--- config.mk ---
export PLATFORM = sky130hd
export DESIGN_NAME = page_transfer_scheduler
export DESIGN_NICKNAME = d
export VERILOG_FILES = /design/src/rtl/page_transfer_scheduler.sv
export SDC_FILE = /design/constraint.sdc
export NUM_CORES = 1
export LEC_CHECK = 0
export ABC_CLOCK_PERIOD_IN_PS = 4400
export CAP_MARGIN = 20
export CORE_ASPECT_RATIO = 1.75
export CORE_UTILIZATION = 40
export DETAILED_ROUTE_END_ITERATION = 10
export GPL_ROUTABILITY_DRIVEN = 0
export PLACE_DENSITY_LB_ADDON = 0.05
export SLEW_MARGIN = 20
export SYNTH_ARGS = -nofsm -noshare
export SYNTH_HDL_FRONTEND = slang
export SYNTH_SLANG_ARGS = --single-unit
--- constraint.sdc ---
create_clock -name CLK -period 4.4 [get_ports CLK]
set_input_delay 0.66 -clock CLK [delete_from_list [all_inputs] [get_ports CLK]]
set_output_delay 0.66 -clock CLK [all_outputs]
set_load 0.03 [all_outputs]
--- src/rtl/page_transfer_scheduler.sv ---
// Round-robin scheduler handing one flash path to a page writer or reader and pacing the transfer by per-page acks.
// Every output is registered: grant one edge after a request, start one edge after ready, Done/Error one edge after the terminal state.
module page_transfer_scheduler #(
  parameter int unsigned CNT_W     = 12,
  parameter logic [15:0] TIMEOUT   = 16'd50000,
  parameter int unsigned READY_BIT = 6
) (
  input  logic             CLK,
  input  logic             nReset,
  input  logic             WrReq,
  input  logic [CNT_W-1:0] WrPages,
  input  logic             RdReq,
  input  logic [CNT_W-1:0] RdPages,
  input  logic [7:0]       StatusReg,
  input  logic             AckWr,
  input  logic             AckRd,
  output logic             WrStart,
  output logic             RdStart,
  output logic             WrGrant,
  output logic             RdGrant,
  output logic             Busy,
  output logic             Done,
  output logic             Error,
  output logic [CNT_W-1:0] PageCnt
);

  typedef enum logic [2:0] {
    IDLE     = 3'd0,
    WAIT_RDY = 3'd1,
    START    = 3'd2,
    XFER     = 3'd3,
    DONE     = 3'd4,
    ERR      = 3'd5
  } state_t;

  localparam logic [2:0] RDY_IDX = 3'(READY_BIT);

  state_t           r_state;
  logic             r_dir_rd;
  logic             r_last_rd;
  logic [CNT_W-1:0] r_len;
  logic [15:0]      r_tmo;
  logic [CNT_W-1:0] r_page_cnt;
  logic             r_wr_grant;
  logic             r_rd_grant;
  logic             r_wr_start;
  logic             r_rd_start;
  logic             r_busy;
  logic             r_done;
  logic             r_error;

  state_t           w_state_nxt;
  logic             w_dir_rd_nxt;
  logic             w_last_rd_nxt;
  logic [CNT_W-1:0] w_len_nxt;
  logic [15:0]      w_tmo_nxt;
  logic [CNT_W-1:0] w_cnt_nxt;
  logic             w_grant_nxt;
  logic             w_wr_start_nxt;
  logic             w_rd_start_nxt;
  logic             w_done_nxt;
  logic             w_error_nxt;

  logic             w_ready;
  logic             w_pick_rd;
  logic [CNT_W-1:0] w_req_pages;
  logic             w_ack;
  logic [15:0]      w_tmo_inc;
  logic [CNT_W-1:0] w_cnt_inc;
  logic             w_tmo_hit;
  logic             w_unused_status;

  assign w_ready         = StatusReg[RDY_IDX];
  assign w_unused_status = ^StatusReg;
  // On a tie the side that did not own the path last time wins
  assign w_pick_rd   = RdReq & (~WrReq | ~r_last_rd);
  assign w_req_pages = w_pick_rd ? RdPages : WrPages;
  assign w_ack       = r_dir_rd ? AckRd : AckWr;
  assign w_tmo_inc   = r_tmo + 16'd1;
  assign w_tmo_hit   = (w_tmo_inc >= TIMEOUT);
  assign w_cnt_inc   = (&r_page_cnt) ? r_page_cnt : r_page_cnt + CNT_W'(1);

  always_ff @(posedge CLK or negedge nReset) begin
    if (!nReset) begin
      r_state <= IDLE;
    end else begin
      r_state <= w_state_nxt;
    end
  end

  always_comb begin
    w_state_nxt    = r_state;
    w_dir_rd_nxt   = r_dir_rd;
    w_last_rd_nxt  = r_last_rd;
    w_len_nxt      = r_len;
    w_tmo_nxt      = r_tmo;
    w_cnt_nxt      = r_page_cnt;
    w_grant_nxt    = r_wr_grant | r_rd_grant;
    w_wr_start_nxt = 1'b0;
    w_rd_start_nxt = 1'b0;
    w_done_nxt     = 1'b0;
    w_error_nxt    = 1'b0;

    case (r_state)
      IDLE: begin
        if (WrReq || RdReq) begin
          w_dir_rd_nxt = w_pick_rd;
          w_len_nxt    = w_req_pages;
          w_cnt_nxt    = '0;
          w_tmo_nxt    = '0;
          w_grant_nxt  = 1'b1;
          w_state_nxt  = (w_req_pages == '0) ? ERR : WAIT_RDY;
        end
      end
      WAIT_RDY: begin
        w_tmo_nxt = w_tmo_inc;
        if (w_ready) begin
          w_state_nxt    = START;
          w_wr_start_nxt = ~r_dir_rd;
          w_rd_start_nxt = r_dir_rd;
        end else if (w_tmo_hit) begin
          w_state_nxt = ERR;
        end
      end
      START: begin
        w_state_nxt = XFER;
      end
      XFER: begin
        if (w_ack) begin
          w_tmo_nxt = '0;
          w_cnt_nxt = w_cnt_inc;
          if (w_cnt_inc == r_len) begin
            w_state_nxt = DONE;
          end
        end else begin
          w_tmo_nxt = w_tmo_inc;
          if (w_tmo_hit) begin
            w_state_nxt = ERR;
          end
        end
      end
      DONE: begin
        w_done_nxt    = 1'b1;
        w_grant_nxt   = 1'b0;
        w_last_rd_nxt = r_dir_rd;
        w_state_nxt   = IDLE;
      end
      ERR: begin
        w_error_nxt   = 1'b1;
        w_grant_nxt   = 1'b0;
        w_last_rd_nxt = r_dir_rd;
        w_state_nxt   = IDLE;
      end
      default: begin
        w_grant_nxt = 1'b0;
        w_state_nxt = IDLE;
      end
    endcase
  end

  always_ff @(posedge CLK or negedge nReset) begin
    if (!nReset) begin
      r_dir_rd   <= 1'b0;
      r_last_rd  <= 1'b1;
      r_len      <= '0;
      r_tmo      <= '0;
      r_page_cnt <= '0;
      r_wr_grant <= 1'b0;
      r_rd_grant <= 1'b0;
      r_wr_start <= 1'b0;
      r_rd_start <= 1'b0;
      r_busy     <= 1'b0;
      r_done     <= 1'b0;
      r_error    <= 1'b0;
    end else begin
      r_dir_rd   <= w_dir_rd_nxt;
      r_last_rd  <= w_last_rd_nxt;
      r_len      <= w_len_nxt;
      r_tmo      <= w_tmo_nxt;
      r_page_cnt <= w_cnt_nxt;
      r_wr_grant <= w_grant_nxt & ~w_dir_rd_nxt;
      r_rd_grant <= w_grant_nxt & w_dir_rd_nxt;
      r_wr_start <= w_wr_start_nxt;
      r_rd_start <= w_rd_start_nxt;
      r_busy     <= (w_state_nxt != IDLE);
      r_done     <= w_done_nxt;
      r_error    <= w_error_nxt;
    end
  end

  assign WrStart = r_wr_start;
  assign RdStart = r_rd_start;
  assign WrGrant = r_wr_grant;
  assign RdGrant = r_rd_grant;
  assign Busy    = r_busy;
  assign Done    = r_done;
  assign Error   = r_error;
  assign PageCnt = r_page_cnt;

endmodule

==> impl_summary.md <==
Global route
After global routing the overflow that remains totals 0. The number of global-route vias before repair is 2914. The wire length of the first global-routing pass is about 14000 µm. The maximum number of pins on one net before global-route repair is between 50 and 60. The total routing usage reported by global routing is 21.38%. The number of antenna violations at the first check in global routing came to 0.

Synthesis
By area the synthesized netlist is led by sky130_fd_sc_hd__dfrtp_1 39%, sky130_fd_sc_hd__o21ai_0 7.3%, sky130_fd_sc_hd__nand2_1 4.8%. When the netlist entered floorplanning its net count stood at 407. The gate count after technology mapping is 367.

The number of different library cells in the post-synthesis netlist is between 60 and 70. Averaged over all synthesized cells, the footprint is 8.932 µm². The mapped cell area is 0.003278 mm². The share of synthesized area in the top cell type comes to 38.93%. For this run, the number of Yosys warnings is 0.

For this run, the leading register cell type out of synthesis is sky130_fd_sc_hd__dfrtp_1. Summing the sequential cell areas from Yosys gives approximately two fifths of the chip area. The number of flops mapped to enable cells by yosys is 0. In this run, synthesis produced a sequential element count of 52. sky130_fd_sc_hd__dfrtp_1 takes more of the synthesized area than any other cell.

The async set or reset register ratio after synthesis is 100.0%.

Floorplanning
The core region is 0.007909 mm². The die area is 0.008575 mm². The die height is 121.8 µm.

The width of the die is approximately 70 µm. In this run the core area contains 43 standard-cell rows. 57 I/O pins were placed. The initial utilization of the core area, before any placement, comes to 41.45%.

Critical path
The buffers plus inverters on the worst setup path is 0. Traced cell by cell, the critical path runs through ha_1 -> and3_1 -> a31oi_1 -> o21ai_0 -> nor4b_2 -> o2111ai_2 -> nor4b_2 -> o32ai_2. The kind of start point of the critical path is a register. The cell with the largest stage delay on the worst path is sky130_fd_sc_hd__dfrtp_1. The maximum fanout count along the critical path is 10.

The highest cell delay on the worst timing path is 0.50 ns. The cell that appears most often on the critical path is sky130_fd_sc_hd__nor4b_2. The cell class contributing the biggest share of worst-path delay is simple AND/OR/NAND/NOR gates. The data arrival time of the critical path is 2.90 ns. STA puts the critical path data required time at 4.56 ns. The kind of critical path is register to register. The kind of end point of the critical path is a register.

Clock tree
The number of buffers between clock root and the deepest sink is 2. The CTS clock-pin slew for the worst setup and hold paths is 0.07 ns. Gates resized during post-CTS repair numbered 0. The clock reaches the later pin of the worst-skew pair after 0.29 ns.

In this run the number of H-tree levels came out at 2. TritonCTS built the clock tree. The total number of clock tree sinks is 52. The post-CTS setup buffer count is 0. The count of hold buffers inserted by post-cts repair is 0. The number of buffers created by CTS is 5. The cell chosen for the clock root is sky130_fd_sc_hd__clkbuf_16.

Drt
In this run the remaining antenna-violating nets after routing total 0. Detailed routing inserted a total of 2985 vias. After the first detailed-routing iteration, the DRC count stood at 188. The DRC violations left is 0.

In the final routed layout, each cell accounts on average for 17.21 µm. Using the TritonRoute via totals, the vias-per-cell ratio works out to 5.982. The first TritonRoute pass finished after 7 iterations. After detailed routing, the total wire length is between 8000 and 9000 µm.

STA
Setup violations remaining at the end of the flow were counted as 0. In the finished design, the share of the clock period the worst path needs comes to 62.32%. For the final database, setup skew stands at ~0.0036 ns.

Setup repair after global routing left no endpoint under its margin. Hold timing on the final database bottoms out at a slack of 0.4902 ns. For the pin with the worst max-slew slack, the measured transition is 1.048 ns. After routing, the total negative slack on setup checks comes to 0 ns. The number of pins exceeding their max-slew limit in the final report is 0. The minimum clock period is 2.742 ns. In this run the tightest slew margin relative to its limit is 29.86%. The count of endpoints failing hold in the final timing report is 0. The fmax is 0.3647 GHz.

Job
The max-cap violation count is 0.

Pwr
Summed over all cells, the static leakage comes to 0.001604 µW. Across the VDD grid, the largest voltage drop is 0.2636 mV. The total power after layout is 1969 µW. The total power density per cell area is around 490 mW/mm².

Layout
The number of fillers in the final layout is 764. The number of nets in the layout is between 400 and 500. The share of layout cells above drive strength 1 is 8.557%. Compared with the post-synthesis result, the final layout area differs by 21.68%. The count of antenna diodes in the layout is 0.

Run status
The run finished with clean final reports.

Placement
The half-perimeter wire length after placement is 6457 µm. Buffers placed on the I/O ports in this run total 49.

Hold path
The class of the worst hold path is input port to async pin.
[routing by layer]
metal | routed length (µm) | track usage, %
met3 | 210 | 2.399
met4 | 204 | 8.625
met2 | 4890 | 41.31
met5 | 0 | 0
met1 | 3281 | 23.03
[placed cells by master (no fill, tap or decap), types with 2 or more instances in the layout]
cell type / count
sky130_fd_sc_hd__clkbuf_16: 5
sky130_fd_sc_hd__a31oi_1: 7
sky130_fd_sc_hd__xor2_1: 6
sky130_fd_sc_hd__o41ai_1: 2
sky130_fd_sc_hd__o21a_1: 2
sky130_fd_sc_hd__o21ai_0: 47
sky130_fd_sc_hd__buf_4: 3
sky130_fd_sc_hd__a21oi_1: 18
sky130_fd_sc_hd__a211o_1: 2
sky130_fd_sc_hd__nand2_1: 42
sky130_fd_sc_hd__ha_1: 2
sky130_fd_sc_hd__and3_1: 5
sky130_fd_sc_hd__dfrtp_1: 51
sky130_fd_sc_hd__xnor2_1: 4
sky130_fd_sc_hd__nand3_1: 17
sky130_fd_sc_hd__or3_1: 3
sky130_fd_sc_hd__o2111ai_1: 2
sky130_fd_sc_hd__mux2i_1: 14
sky130_fd_sc_hd__nor4_1: 9
sky130_fd_sc_hd__nand4_4: 2
sky130_fd_sc_hd__o31ai_1: 5
sky130_fd_sc_hd__nor3_2: 3
sky130_fd_sc_hd__mux2_2: 3
sky130_fd_sc_hd__a311oi_1: 3
sky130_fd_sc_hd__nand4_1: 5
sky130_fd_sc_hd__nor3_1: 16
sky130_fd_sc_hd__and4_1: 4
sky130_fd_sc_hd__o211ai_1: 3
sky130_fd_sc_hd__clkdlybuf4s50_1: 48
sky130_fd_sc_hd__and2_1: 3
sky130_fd_sc_hd__nor2_1: 24
sky130_fd_sc_hd__nor4b_2: 2
sky130_fd_sc_hd__nor3_4: 2
sky130_fd_sc_hd__nand2b_1: 8
sky130_fd_sc_hd__inv_1: 6
sky130_fd_sc_hd__a22o_1: 2
[state kept, by name, summed over array words and instances, names as in the netlist]
name,cells
Busy,1
Done,1
Error,1
PageCnt,12
RdGrant,1
RdStart,1
WrGrant,1
WrStart,1
r_dir_rd,1
r_last_rd,1
r_len,12
r_state,3
r_tmo,16
[metrics by stage]
stage / setup WS (ns) / instance area, µm² / util [%] / instances
CTS: 1.643 / 3989 / 50.44 / 499
floorplan: 1.888 / 3278 / - / 367
detailed placement: 1.538 / 3811 / 48.19 / 491
global route: 1.387 / 3989 / 50.44 / 499
global placement: 1.567 / 3811 / 48.19 / 491
finish: 1.658 / 3989 / 50.44 / 499
[path summary, 6_finish.rpt]
| kind | slack, ns | start | cells past startpoint | end |
|---|---|---|---|---|
| setup / recovery | 1.66 | PageCnt[0] | 8 | r_state[1] |
| hold / removal | 0.49 | nReset | 2 | r_tmo[10] |
| setup reg to reg | 1.66 | PageCnt[0] | 8 | r_state[1] |
| hold reg to reg | 0.49 | r_len[5] | 2 | r_len[5] |
| max in group asynchronous | 3.45 | nReset | 2 | r_len[2] |
| min in group CLK | 0.49 | r_len[5] | 2 | r_len[5] |
[Yosys cell counts, types with 4 or more instances]
cell and instances:
sky130_fd_sc_hd__dfrtp_1 51, sky130_fd_sc_hd__mux2i_1 14, sky130_fd_sc_hd__and4_1 4, sky130_fd_sc_hd__nor3_1 16, sky130_fd_sc_hd__o21ai_0 48, sky130_fd_sc_hd__nand3_1 17
sky130_fd_sc_hd__xor2_1 6, sky130_fd_sc_hd__nor4_1 9, sky130_fd_sc_hd__inv_1 6, sky130_fd_sc_hd__clkbuf_1 11, sky130_fd_sc_hd__nand2b_1 8, sky130_fd_sc_hd__a31oi_1 7
sky130_fd_sc_hd__nand4_1 5, sky130_fd_sc_hd__xnor2_1 4, sky130_fd_sc_hd__a21oi_1 18, sky130_fd_sc_hd__nor2_1 24, sky130_fd_sc_hd__nand2_1 42, sky130_fd_sc_hd__o31ai_1 5
sky130_fd_sc_hd__and3_1 5
[cells by family (layout without fill, tap and decap cells)]
family                   Yosys count  count (layout)  share of synthesized area [%]
AND/OR/NAND/NOR                  153             153                          26.91
AO/OA/AOI/OAI                    109             109                          21.15
flip-flops                        52              52                          39.73
adder cells (fa/ha/maj)            2               2                         0.7632
multiplexers                      17              17                          5.305
XOR/XNOR                          10              10                          2.672
buffers and inverters             24              66                          3.473
[layout make-up]
type	count	area [µm²]	share of cell area (%)
Sequential cell	52	1303	32.65
Clock buffer	6	138.9	3.482
Multi-Input combinational cell	291	1866	46.77
Timing Repair Buffer	52	508.0	12.74
Clock inverter	2	38.79	0.9724
Inverter	6	22.52	0.5646
Tap cell	90	112.6	2.823
[power breakdown]
part / switching [µW] / internal (µW) / total [µW]
Clock: 178 / 285 / 463
Combinational: 460 / 307 / 767
Sequential: 160 / 579 / 739
Total: 797 / 1170 / 1970
(Power assumes the default switching activity.)
